**config.mk**
```make
export PLATFORM = sky130hd
export DESIGN_NAME = rgbw_sout
export DESIGN_NICKNAME = d
export VERILOG_FILES = /design/src/rtl/rgbw_sout.sv
export SDC_FILE = /design/constraint.sdc
export NUM_CORES = 1
export LEC_CHECK = 0
export ABC_AREA = 1
export CORE_MARGIN = 4
export CORE_UTILIZATION = 57
export CTS_CLUSTER_SIZE = 20
export DETAILED_ROUTE_END_ITERATION = 10
export DONT_BUFFER_PORTS = 1
export GPL_ROUTABILITY_DRIVEN = 0
export HOLD_SLACK_MARGIN = 0.06
export PLACE_DENSITY_LB_ADDON = 0.2
export SLEW_MARGIN = 0
export SYNTH_ARGS = -nofsm -noshare
export SYNTH_HDL_FRONTEND = slang
export SYNTH_SLANG_ARGS = --single-unit
```
**constraint.sdc**
```tcl
create_clock -name clk -period 2.6 [get_ports clk]
set_input_delay 0.78 -clock clk [delete_from_list [all_inputs] [get_ports clk]]
set_output_delay 0.78 -clock clk [all_outputs]
set_load 0.005 [all_outputs]
```
**src/rtl/rgbw_sout.sv**
```systemverilog
// rgbw_sout: serialise NBITS-bit RGBW words MSB-first as WS2812b/SK6812 pulses, with a stream-reset latch; ports clk, rst, in_data/in_valid/in_ready, latch_req, sout, busy, done
module rgbw_sout #(
  parameter int NBITS      = 32,
  parameter int BIT_CLKS   = 120,
  parameter int T0H_CLKS   = 29,
  parameter int T1H_CLKS   = 64,
  parameter int RESET_CLKS = 7680
) (
  input  logic             clk,
  input  logic             rst,
  input  logic [NBITS-1:0] in_data,
  input  logic             in_valid,
  output logic             in_ready,
  input  logic             latch_req,
  output logic             sout,
  output logic             busy,
  output logic             done
);
  localparam int CW = $clog2(RESET_CLKS + 1);
  localparam int IW = $clog2(NBITS);
  typedef enum logic [1:0] {IDLE, BIT, LATCH} state_t;
  state_t           state, state_n;
  logic [CW-1:0]    cnt, cnt_n;
  logic [IW-1:0]    idx, idx_n;
  logic [NBITS-1:0] sh, sh_n;
  logic             pend, pend_n, sout_n;
  logic             bit_end, last, lat_end, pend_any, take;
  assign bit_end  = state == BIT && cnt == CW'(BIT_CLKS - 1);
  assign last     = bit_end && idx == IW'(NBITS - 1);
  assign lat_end  = state == LATCH && cnt == CW'(RESET_CLKS - 1);
  assign pend_any = pend | latch_req;
  assign take     = in_valid & in_ready;
  always_ff @(posedge clk) begin
    if (rst) begin
      state <= IDLE;
      cnt   <= '0;
      idx   <= '0;
      sh    <= '0;
      pend  <= 1'b0;
      sout  <= 1'b0;
      done  <= 1'b0;
    end else begin
      state <= state_n;
      cnt   <= cnt_n;
      idx   <= idx_n;
      sh    <= sh_n;
      pend  <= pend_n;
      sout  <= sout_n;
      done  <= lat_end;
    end
  end
  always_comb begin
    state_n = state;
    cnt_n   = cnt;
    idx_n   = idx;
    sh_n    = sh;
    pend_n  = lat_end ? 1'b0 : pend_any;
    case (state)
      IDLE: begin
        cnt_n   = '0;
        idx_n   = '0;
        state_n = pend_any ? LATCH : take ? BIT : IDLE;
        sh_n    = take ? in_data : sh;
      end
      BIT: begin
        if (!bit_end) begin
          cnt_n = cnt + 1'b1;
        end else if (!last) begin
          cnt_n = '0;
          idx_n = idx + 1'b1;
          sh_n  = sh << 1;
        end else begin
          cnt_n   = '0;
          idx_n   = '0;
          sh_n    = take ? in_data : sh;
          state_n = take ? BIT : pend_any ? LATCH : IDLE;
        end
      end
      LATCH: begin
        cnt_n   = lat_end ? '0 : cnt + 1'b1;
        state_n = lat_end ? IDLE : LATCH;
      end
      default: begin
        state_n = IDLE;
        cnt_n   = '0;
        idx_n   = '0;
      end
    endcase
  end
  // sout is registered from the next-state view so it rises on the edge that enters a bit
  always_comb begin
    sout_n   = state_n == BIT && cnt_n < (sh_n[NBITS-1] ? CW'(T1H_CLKS) : CW'(T0H_CLKS));
    in_ready = ~rst & ~pend_any & (state == IDLE | last);
    busy     = state != IDLE;
  end
endmodule
```
Yosys cells after proc, flatten, opt, wreduce, memory -nomap -nowiden
Index checks and enable logic that the tools add are counted.
{"block": "op_classes", "addsub": 2, "order_cmp": 1, "eq_ne": 7, "mux": 19, "bitwise_logic": 8, "n_reduce_logical": 10}
{"op": "$mux 32", "count": 3}
{"op": "$pmux 32 s2", "count": 1}
{"op": "$mux 13", "count": 2}
{"op": "$pmux 13 s2", "count": 1}
{"op": "$add 13x1->13 const B", "count": 1}
{"op": "$eq 13x13->1 const B", "count": 1}
{"op": "$eq 13x7->1 const B", "count": 1}
{"op": "$lt 13x7->1", "count": 1}
{"op": "$mux 2", "count": 6}
{"op": "$mux 5", "count": 2}
{"op": "$pmux 5 s2", "count": 1}
{"op": "$mux 7", "count": 1}
{"op": "$pmux 2 s3", "count": 1}
{"op": "$add 5x1->5 const B", "count": 1}
{"op": "$eq 5x5->1 const B", "count": 1}
{"op": "$eq 2x1->1 const B", "count": 2}
{"op": "$logic_and 1x1->1", "count": 4}
{"op": "$reduce_and 2->1", "count": 2}
{"op": "$reduce_bool 2->1", "count": 2}
{"op": "$and 1x1->1", "count": 3}
{"op": "$not 1->1", "count": 3}
{"op": "$eq 2x2->1 const B", "count": 1}
{"op": "$logic_not 2->1", "count": 1}
{"op": "$ne 2x2->1 const B", "count": 1}
{"op": "3 further kinds", "count": 4}
{"block": "word_totals", "register_bits": 55, "inputBits": 36, "output_inout_bits": 4, "wordCells": 55}

Longest topological paths before layout
Gate-level depths: netlist of run 1.
{"block": "logic_depth", "word_depth": 13, "depth_mapped": 17, "depth_no_buf": 17}

Worst setup path after synthesis of run 1
OpenSTA, ideal clock, no wires.
{"block": "synth_path", "kind": "input-to-reg", "from": "input port rst", "to": "register sout", "setup_time_ns": 0.117, "arrival_time_ns": 2.380, "t_required_ns": 2.483, "setup_slack_ns": 0.103, "cell_stages": 13, "cell_sequence": "clkbuf_1 > nor2_1 > inv_1 > o211ai_1 > nand3_1 > nand2_1 > inv_1 > ha_1 > nand2_1 > nor3b_1 > nand2_1 > nand2_1 > a21oi_1"}
{"block": "synth_between", "elab_chain_cells": 11}
{"element": "start, declared", "line": "10", "source": "input logic rst,"}
{"element": "$not 1->1 *", "line": "93", "source": "in_ready = ~rst & ~pend_any & (state == IDLE | last);"}
{"element": "$and 1x1->1 * (2 in a row)", "line": "93"}
{"element": "$and 1x1->1 *", "line": "32", "source": "assign take = in_valid & in_ready;"}
{"element": "$mux 32 *", "line": "63, 75"}
{"element": "$mux 32", "line": "68", "source": "end else if (!last) begin"}
{"element": "$mux 32", "line": "66", "source": "if (!bit_end) begin"}
{"element": "$pmux 32 s2 *", "line": "58", "source": "case (state)"}
{"element": "net sh_n[31]", "line": "25", "source": "logic [NBITS-1:0] sh, sh_n;"}
{"element": "$mux 7 *", "line": "92", "source": "sout_n = state_n == BIT && cnt_n < (sh_n[NBITS-1] ? CW'(T1H_CLKS) : CW'(T0H_CLKS));"}
{"element": "$lt 13x7->1 *", "line": "92"}
{"element": "$logic_and 1x1->1 *", "line": "92"}
{"element": "end signal, assigned", "line": "48", "source": "sout <= sout_n;"}
{"element": "end, declared", "line": "15", "source": "output logic sout,"}
The timed path passes the listed nets; every way through them passes the cells marked *. The select of a mux whose other input is x is not followed.
A chain may end at the register's enable or synchronous reset.

Final worst setup path of run 1
{"block": "layout_path", "from": "register idx[1]", "to": "output port in_ready"}
{"block": "layout_between", "elab_chain_cells": 4}
{"element": "start, declared", "line": "24", "source": "logic [IW-1:0] idx, idx_n;"}
{"element": "start signal, assigned", "line": "45", "source": "idx <= idx_n;"}
{"element": "$eq 5x5->1", "line": "29", "source": "assign last = bit_end && idx == IW'(NBITS - 1);"}
{"element": "$logic_and 1x1->1", "line": "29"}
{"element": "$or 1x1->1", "line": "93"}
{"element": "$and 1x1->1", "line": "93"}
{"element": "end, declared", "line": "13", "source": "output logic in_ready,"}
No other way between the ends.

==> impl_metrics.env, run 1 <==
export IMPL_status="completed"
export IMPL_place_hpwl_um=4460
export IMPL_ys_ff_latch=55
export IMPL_antenna_found_initial=0
export IMPL_cts_root_buf="clkbuf_8"
export IMPL_period_minus_slack_ns=2.46
export IMPL_initial_core_util_pct=60.1
export IMPL_portBuffers=0
export IMPL_crit_type="reg2out"
export IMPL_p_per_area_mw_per_mm2=494
export IMPL_synth_cell_types=34
export IMPL_clk_latency_ns=0.31
export IMPL_synthTopCellsByArea="dfxtp_1 (38%), nand2_1 (18%), a21oi_1 (5.7%)"
export IMPL_grt_pass1_vias=2508
export IMPL_cts_tree="built"
export IMPL_hold_viol_final=0
export IMPL_die_w_um=79.5
export IMPL_syn_to_final_growth_pct=5.88
export IMPL_grt_max_degree=47
export IMPL_ir_drop_uv=273
export IMPL_cpPeakStageDelay_ns=0.36
export IMPL_fp_coreArea_mm2=0.00485
export IMPL_drtAntennaViolNets=0
export IMPL_power_leakage_nw=1.30
export IMPL_tns_ns=0
export IMPL_viasPerCell=5.35
export IMPL_path_clk_slew_ns=0.10
export IMPL_synth_warnings=0
export IMPL_clk_path_buf_depth=2
export IMPL_critPathCaptureType="primary output"
export IMPL_drc=0
export IMPL_grt_pass1_wl_um=11000
export IMPL_synthCells=425
export IMPL_synth_top_area_share_pct=37.8
export IMPL_critical_path_slowest_cell="dfxtp_1"
export IMPL_routedWlPerCell_um=12.7
export IMPL_yosysTopAreaCell="dfxtp_1"
export IMPL_drt_iter0_markers=186
export IMPL_cts_hold_buf=0
export IMPL_synth_commonest_cells="nand2_1 (137), dfxtp_1 (55), nor2_1 (41)"
export IMPL_crit_path_cell_trace="ha_1 -> nand2_1 -> nor2_1 -> ha_2 -> nand4_2 -> nand2_4 -> inv_1 -> nor2_2"
export IMPL_clock_sinks=55
export IMPL_ys_seq_area_share_pct=37.8
export IMPL_async_flop_share_pct=0
export IMPL_critical_path_arrival_ns=1.68
export IMPL_drv_slew=0
export IMPL_syn_area_per_cell_um2=6.85
export IMPL_drt_total_wl_um=6200
export IMPL_first_pass_iters=4
export IMPL_fp_dieH_um=79.5
export IMPL_cp_max_fo=5
export IMPL_max_freq_mhz=406
export IMPL_final_setup_viol_count=0
export IMPL_cts_buffers_inserted=5
export IMPL_ios=40
export IMPL_row_count=25
export IMPL_fin_nets=468
export IMPL_cap_violations=0
export IMPL_die_area_mm2=0.00632
export IMPL_finalCritPeriodShare_pct=94.6
export IMPL_synth_area_mm2=0.00291
export IMPL_n_antenna_cell=0
export IMPL_cp_start_kind="register"
export IMPL_yosysMostFrequentCell="nand2_1"
export IMPL_crit_required_ns=1.82
export IMPL_ys_flop_type="dfxtp_1"
export IMPL_layout_drive_gt1_share_pct=9.48
export IMPL_overflow=0
export IMPL_hold_worst_slack_ns=0.461
export IMPL_grt_setup_unrepaired="no"
export IMPL_h_tree_depth=2
export IMPL_syn_num_nets=472
export IMPL_slew_headroom_pct=72.8
export IMPL_finClkSkew_ns=0.00621
export IMPL_tightestPinTransition_ns=0.408
export IMPL_dr_total_vias=2615
export IMPL_grtUsageTotal_pct=21.4
export IMPL_min_path_type="reg2reg"
export IMPL_synth_edf_count=0
[area by class of cell]
class                   instances  area, um^2
multi-input cells             312        1590
fillers                       470        1760
inverters                      40         150
clock buffers                   5        68.8
well taps                      67        83.8
flip-flops and latches         55        1100
repair buffers                  7        65.1
clock inverters                 3        20.0
[placed cells by master, fill, tap and decap left out, types with 8 or more instances in the layout]
master     n
a21oi_1   33
a32oi_1   12
dfxtp_1   54
ha_1       9
inv_1     36
nand2_1  136
nand3_1   25
nand4_1    8
nor2_1    38
nor3_1     9
[worst max-delay path, delay by kind of cell, from the launching register on]
family	cells	cell delay (ns)
and+or+nand+nor	5	0.54
adders and majority gates	2	0.39
DFF	1	0.36
buffers and inverters	1	0.08
[stage by stage]
| step | instance area, um^2 | std cells | utilization [%] | power, mW | setup slack [ns] |
|---|---|---|---|---|---|
| 2_1_floorplan | 2910 | 425 | - | 1.04 | 0.103 |
| 3_3_place_gp | 2960 | 479 | 61.1 | 1.07 | 0.168 |
| 3_5_place_dp | 2960 | 479 | 61.1 | 1.07 | 0.0705 |
| 4_1_cts | 3050 | 487 | 62.9 | 1.54 | 0.0166 |
| 5_1_grt | 3080 | 489 | 63.6 | 1.61 | 0.00382 |
| 6_report | 3080 | 489 | 63.6 | 1.52 | 0.140 |
[sequential cells by signal (all words and copies together) (netlist names)]
| signal | flops |
|---|---|
| cnt | 13 |
| done | 1 |
| idx | 5 |
| pend | 1 |
| sh | 32 |
| sout | 1 |
| state | 2 |
[cells by family after synthesis]
family	after synthesis	share of synthesized area, %
buffers and inverters	58	8.16
XOR/XNOR	6	1.80
AO/OA/AOI/OAI	58	12.2
flip-flops	55	37.8
adder cells (fa/ha/maj)	11	4.73
AND/OR/NAND/NOR	237	35.3
[power by group]
part	internal (mW)	switching [mW]
registers	0.860	0.00960
logic	0.0610	0.126
clock network	0.188	0.279
[metal layers]
metal | wire [um] | track usage, %
met1 | 2880 | 25.8
met2 | 2930 | 37.4
met5 | 0 | 0
met3 | 312 | 4.85
met4 | 80 | 6.70
[path summary, 6_finish.rpt]
kind	to	slack, ns	start	depth (start not counted)
min	sh[10]	0.46	sh[10]	2
min reg2reg	sh[10]	0.46	sh[10]	2
max reg2reg	sout	0.29	cnt[0]	14
max	in_ready	0.14	idx[1]	8
[repair_timing]
item / CTS / global route
hold endpoints to repair: 0 / 0
setup endpoints to repair: 0 / 2
buffers inserted: 0 / 2
gates resized for setup: 0 / 7
No activity file was read; power rests on OpenSTA's default activity.
==> run 2: changes to the inputs <==
CORE_UTILIZATION = 59   (was 57)
CTS_BUF_LIST = sky130_fd_sc_hd__clkbuf_8   (was default)
==> run 2 against run 1 <==
Effect of this change: critical path depth unchanged; setup slack got worse by 0.038 ns; final cell count decreased by 0.20%; hold slack improved by 0.0023 ns; register-to-register slack got worse by 0.03 ns; global-route usage increased by 0.29 points; sequential power about the same; non-clock buffer count unchanged; sequential share of layout area decreased by 0.090 points; combinational power decreased by 4%; power increased by 5.6%; clock skew increased by 0.00086 ns.
==> impl_metrics.env, run 2 (synthesis results as in run 1) <==
export IMPL_worstHoldStart="sh[13]"
export IMPL_tightestPinTransition_ns=0.397
export IMPL_cap_violations=0
export IMPL_cts_root_buf="clkbuf_8"
export IMPL_critical_path_arrival_ns=1.72
export IMPL_post_place_ws_ns=0.106
export IMPL_reg2reg_to="sout"
export IMPL_hold_viol_final=0
export IMPL_viasPerCell=5.49
export IMPL_dr_total_vias=2680
export IMPL_path_clk_slew_ns=0.10
export IMPL_drt_total_wl_um=6440
export IMPL_clk_latency_ns=0.31
export IMPL_largest_reg_flops=32
export IMPL_r2r_start="idx[0]"
export IMPL_finalCritPeriodShare_pct=96.1
export IMPL_fp_coreArea_mm2=0.00475
export IMPL_routedWlPerCell_um=13.2
export IMPL_power_leakage_nw=1.31
export IMPL_syn_to_final_growth_pct=6.27
export IMPL_cpPeakStageDelay_ns=0.36
export IMPL_crit_path_cell_trace="ha_1 -> nand2_1 -> nor2_1 -> ha_2 -> nand4_2 -> nand2_4 -> inv_1 -> nor2_4"
export IMPL_h_tree_depth=2
export IMPL_drtAntennaViolNets=0
export IMPL_crit_type="reg2out"
export IMPL_place_hpwl_um=4620
export IMPL_ios=40
export IMPL_reg2reg_slack_ns=0.26
export IMPL_cp_start_kind="register"
export IMPL_layout_drive_gt1_share_pct=9.26
export IMPL_hold_worst_slack_ns=0.463
export IMPL_die_w_um=78.3
export IMPL_cts_tree="built"
export IMPL_final_common_cell="nand2_1"
export IMPL_ir_drop_uv=268
export IMPL_slew_headroom_pct=73.5
export IMPL_fillCellCount=463
export IMPL_ff2ff_path_depth=15
export IMPL_grtUsageTotal_pct=21.7
export IMPL_final_cell_mix="nand2_1 (137), dfxtp_1 (53), nor2_1 (38)"
export IMPL_top_regs="sh x32, cnt x13, idx x5"
export IMPL_die_area_mm2=0.00613
export IMPL_row_count=25
export IMPL_clock_sinks=55
export IMPL_finClkSkew_ns=0.00707
export IMPL_portBuffers=0
export IMPL_fin_nets=468
export IMPL_drt_iter0_markers=222
export IMPL_critPathCaptureType="primary output"
export IMPL_max_freq_mhz=400
export IMPL_fp_dieH_um=78.3
export IMPL_cts_buffers_inserted=5
export IMPL_drv_slew=0
export IMPL_cp_max_fo=5
export IMPL_hold_depth=2
export IMPL_grt_max_degree=47
export IMPL_p_per_area_mw_per_mm2=519
export IMPL_initial_core_util_pct=61.3
export IMPL_min_path_type="reg2reg"
export IMPL_finalPower_mw=1.61
export IMPL_final_setup_viol_count=0
export IMPL_tns_ns=0
export IMPL_grt_pass1_wl_um=10800
export IMPL_grt_pass1_vias=2426
export IMPL_drc=0
export IMPL_top_register="sh"
export IMPL_status="completed"
export IMPL_antenna_found_initial=0
export IMPL_crit_required_ns=1.82
export IMPL_critical_path_slowest_cell="dfxtp_2"
export IMPL_clk_path_buf_depth=2
export IMPL_fin_ws_ns=0.102
export IMPL_period_minus_slack_ns=2.50
export IMPL_n_antenna_cell=0
export IMPL_first_pass_iters=4
export IMPL_overflow=0
export IMPL_min_to="sh[13]"
## run 2: final cells by class
class	count	area (um^2)	area share, %
clock buffers	5	68.8	2.22
inverters	40	150	4.85
well taps	67	83.8	2.71
clock inverters	2	37.5	1.21
multi-input cells	312	1600	51.7
repair buffers	7	52.6	1.70
flip-flops and latches	55	1100	35.7
## run 2: routing by layer
layer,global-route usage (%),share of wire (%),vias up
met5,0,0,-
met1,27.3,47,1232
met2,35.4,46,59
met3,5.16,4.8,18
li1,-,-,1371
met4,9.27,2.3,0
## run 2: metrics by stage
step                util (%)  std cells  cell area, um^2
floorplan                  -        425             2910
CTS                     64.3        486             3060
finish                  65.1        488             3100
global placement        62.0        479             2950
detailed placement      62.0        479             2950
global route            65.1        488             3100
## run 2: worst max path at each step
stage	cells after the start	start	endpoint
6_report	8	idx[0]	in_ready
5_1_grt	8	idx[0]	in_ready
4_1_cts	8	idx[0]	in_ready
3_5_place_dp	14	latch_req	sout
3_3_place_gp	14	latch_req	sout
2_1_floorplan	13	rst	sout
## run 2: worst max-delay path: cells and delay by family (launching register included)
kind | cells | cell delay [ns]
flip-flops | 1 | 0.36
AND/OR/NAND/NOR | 5 | 0.55
adder cells (fa/ha/maj) | 2 | 0.40
buffers and inverters | 1 | 0.10
## run 2: power by group
group / internal [mW] / leakage, nW / switching, mW
combinational: 0.0556 / 0.809 / 0.125
clock: 0.282 / 0.0502 / 0.276
sequential: 0.860 / 0.446 / 0.0105
## run 2: repair_timing
| action | 4_1_cts | 5_1_grt |
|---|---|---|
| pin swaps | 0 | 1 |
| buffers inserted | 0 | 2 |
| gates resized for setup | 1 | 7 |
| setup endpoints to repair | 1 | 2 |
| endpoints found under the hold margin | 0 | 0 |
| hold buffers | 0 | 0 |
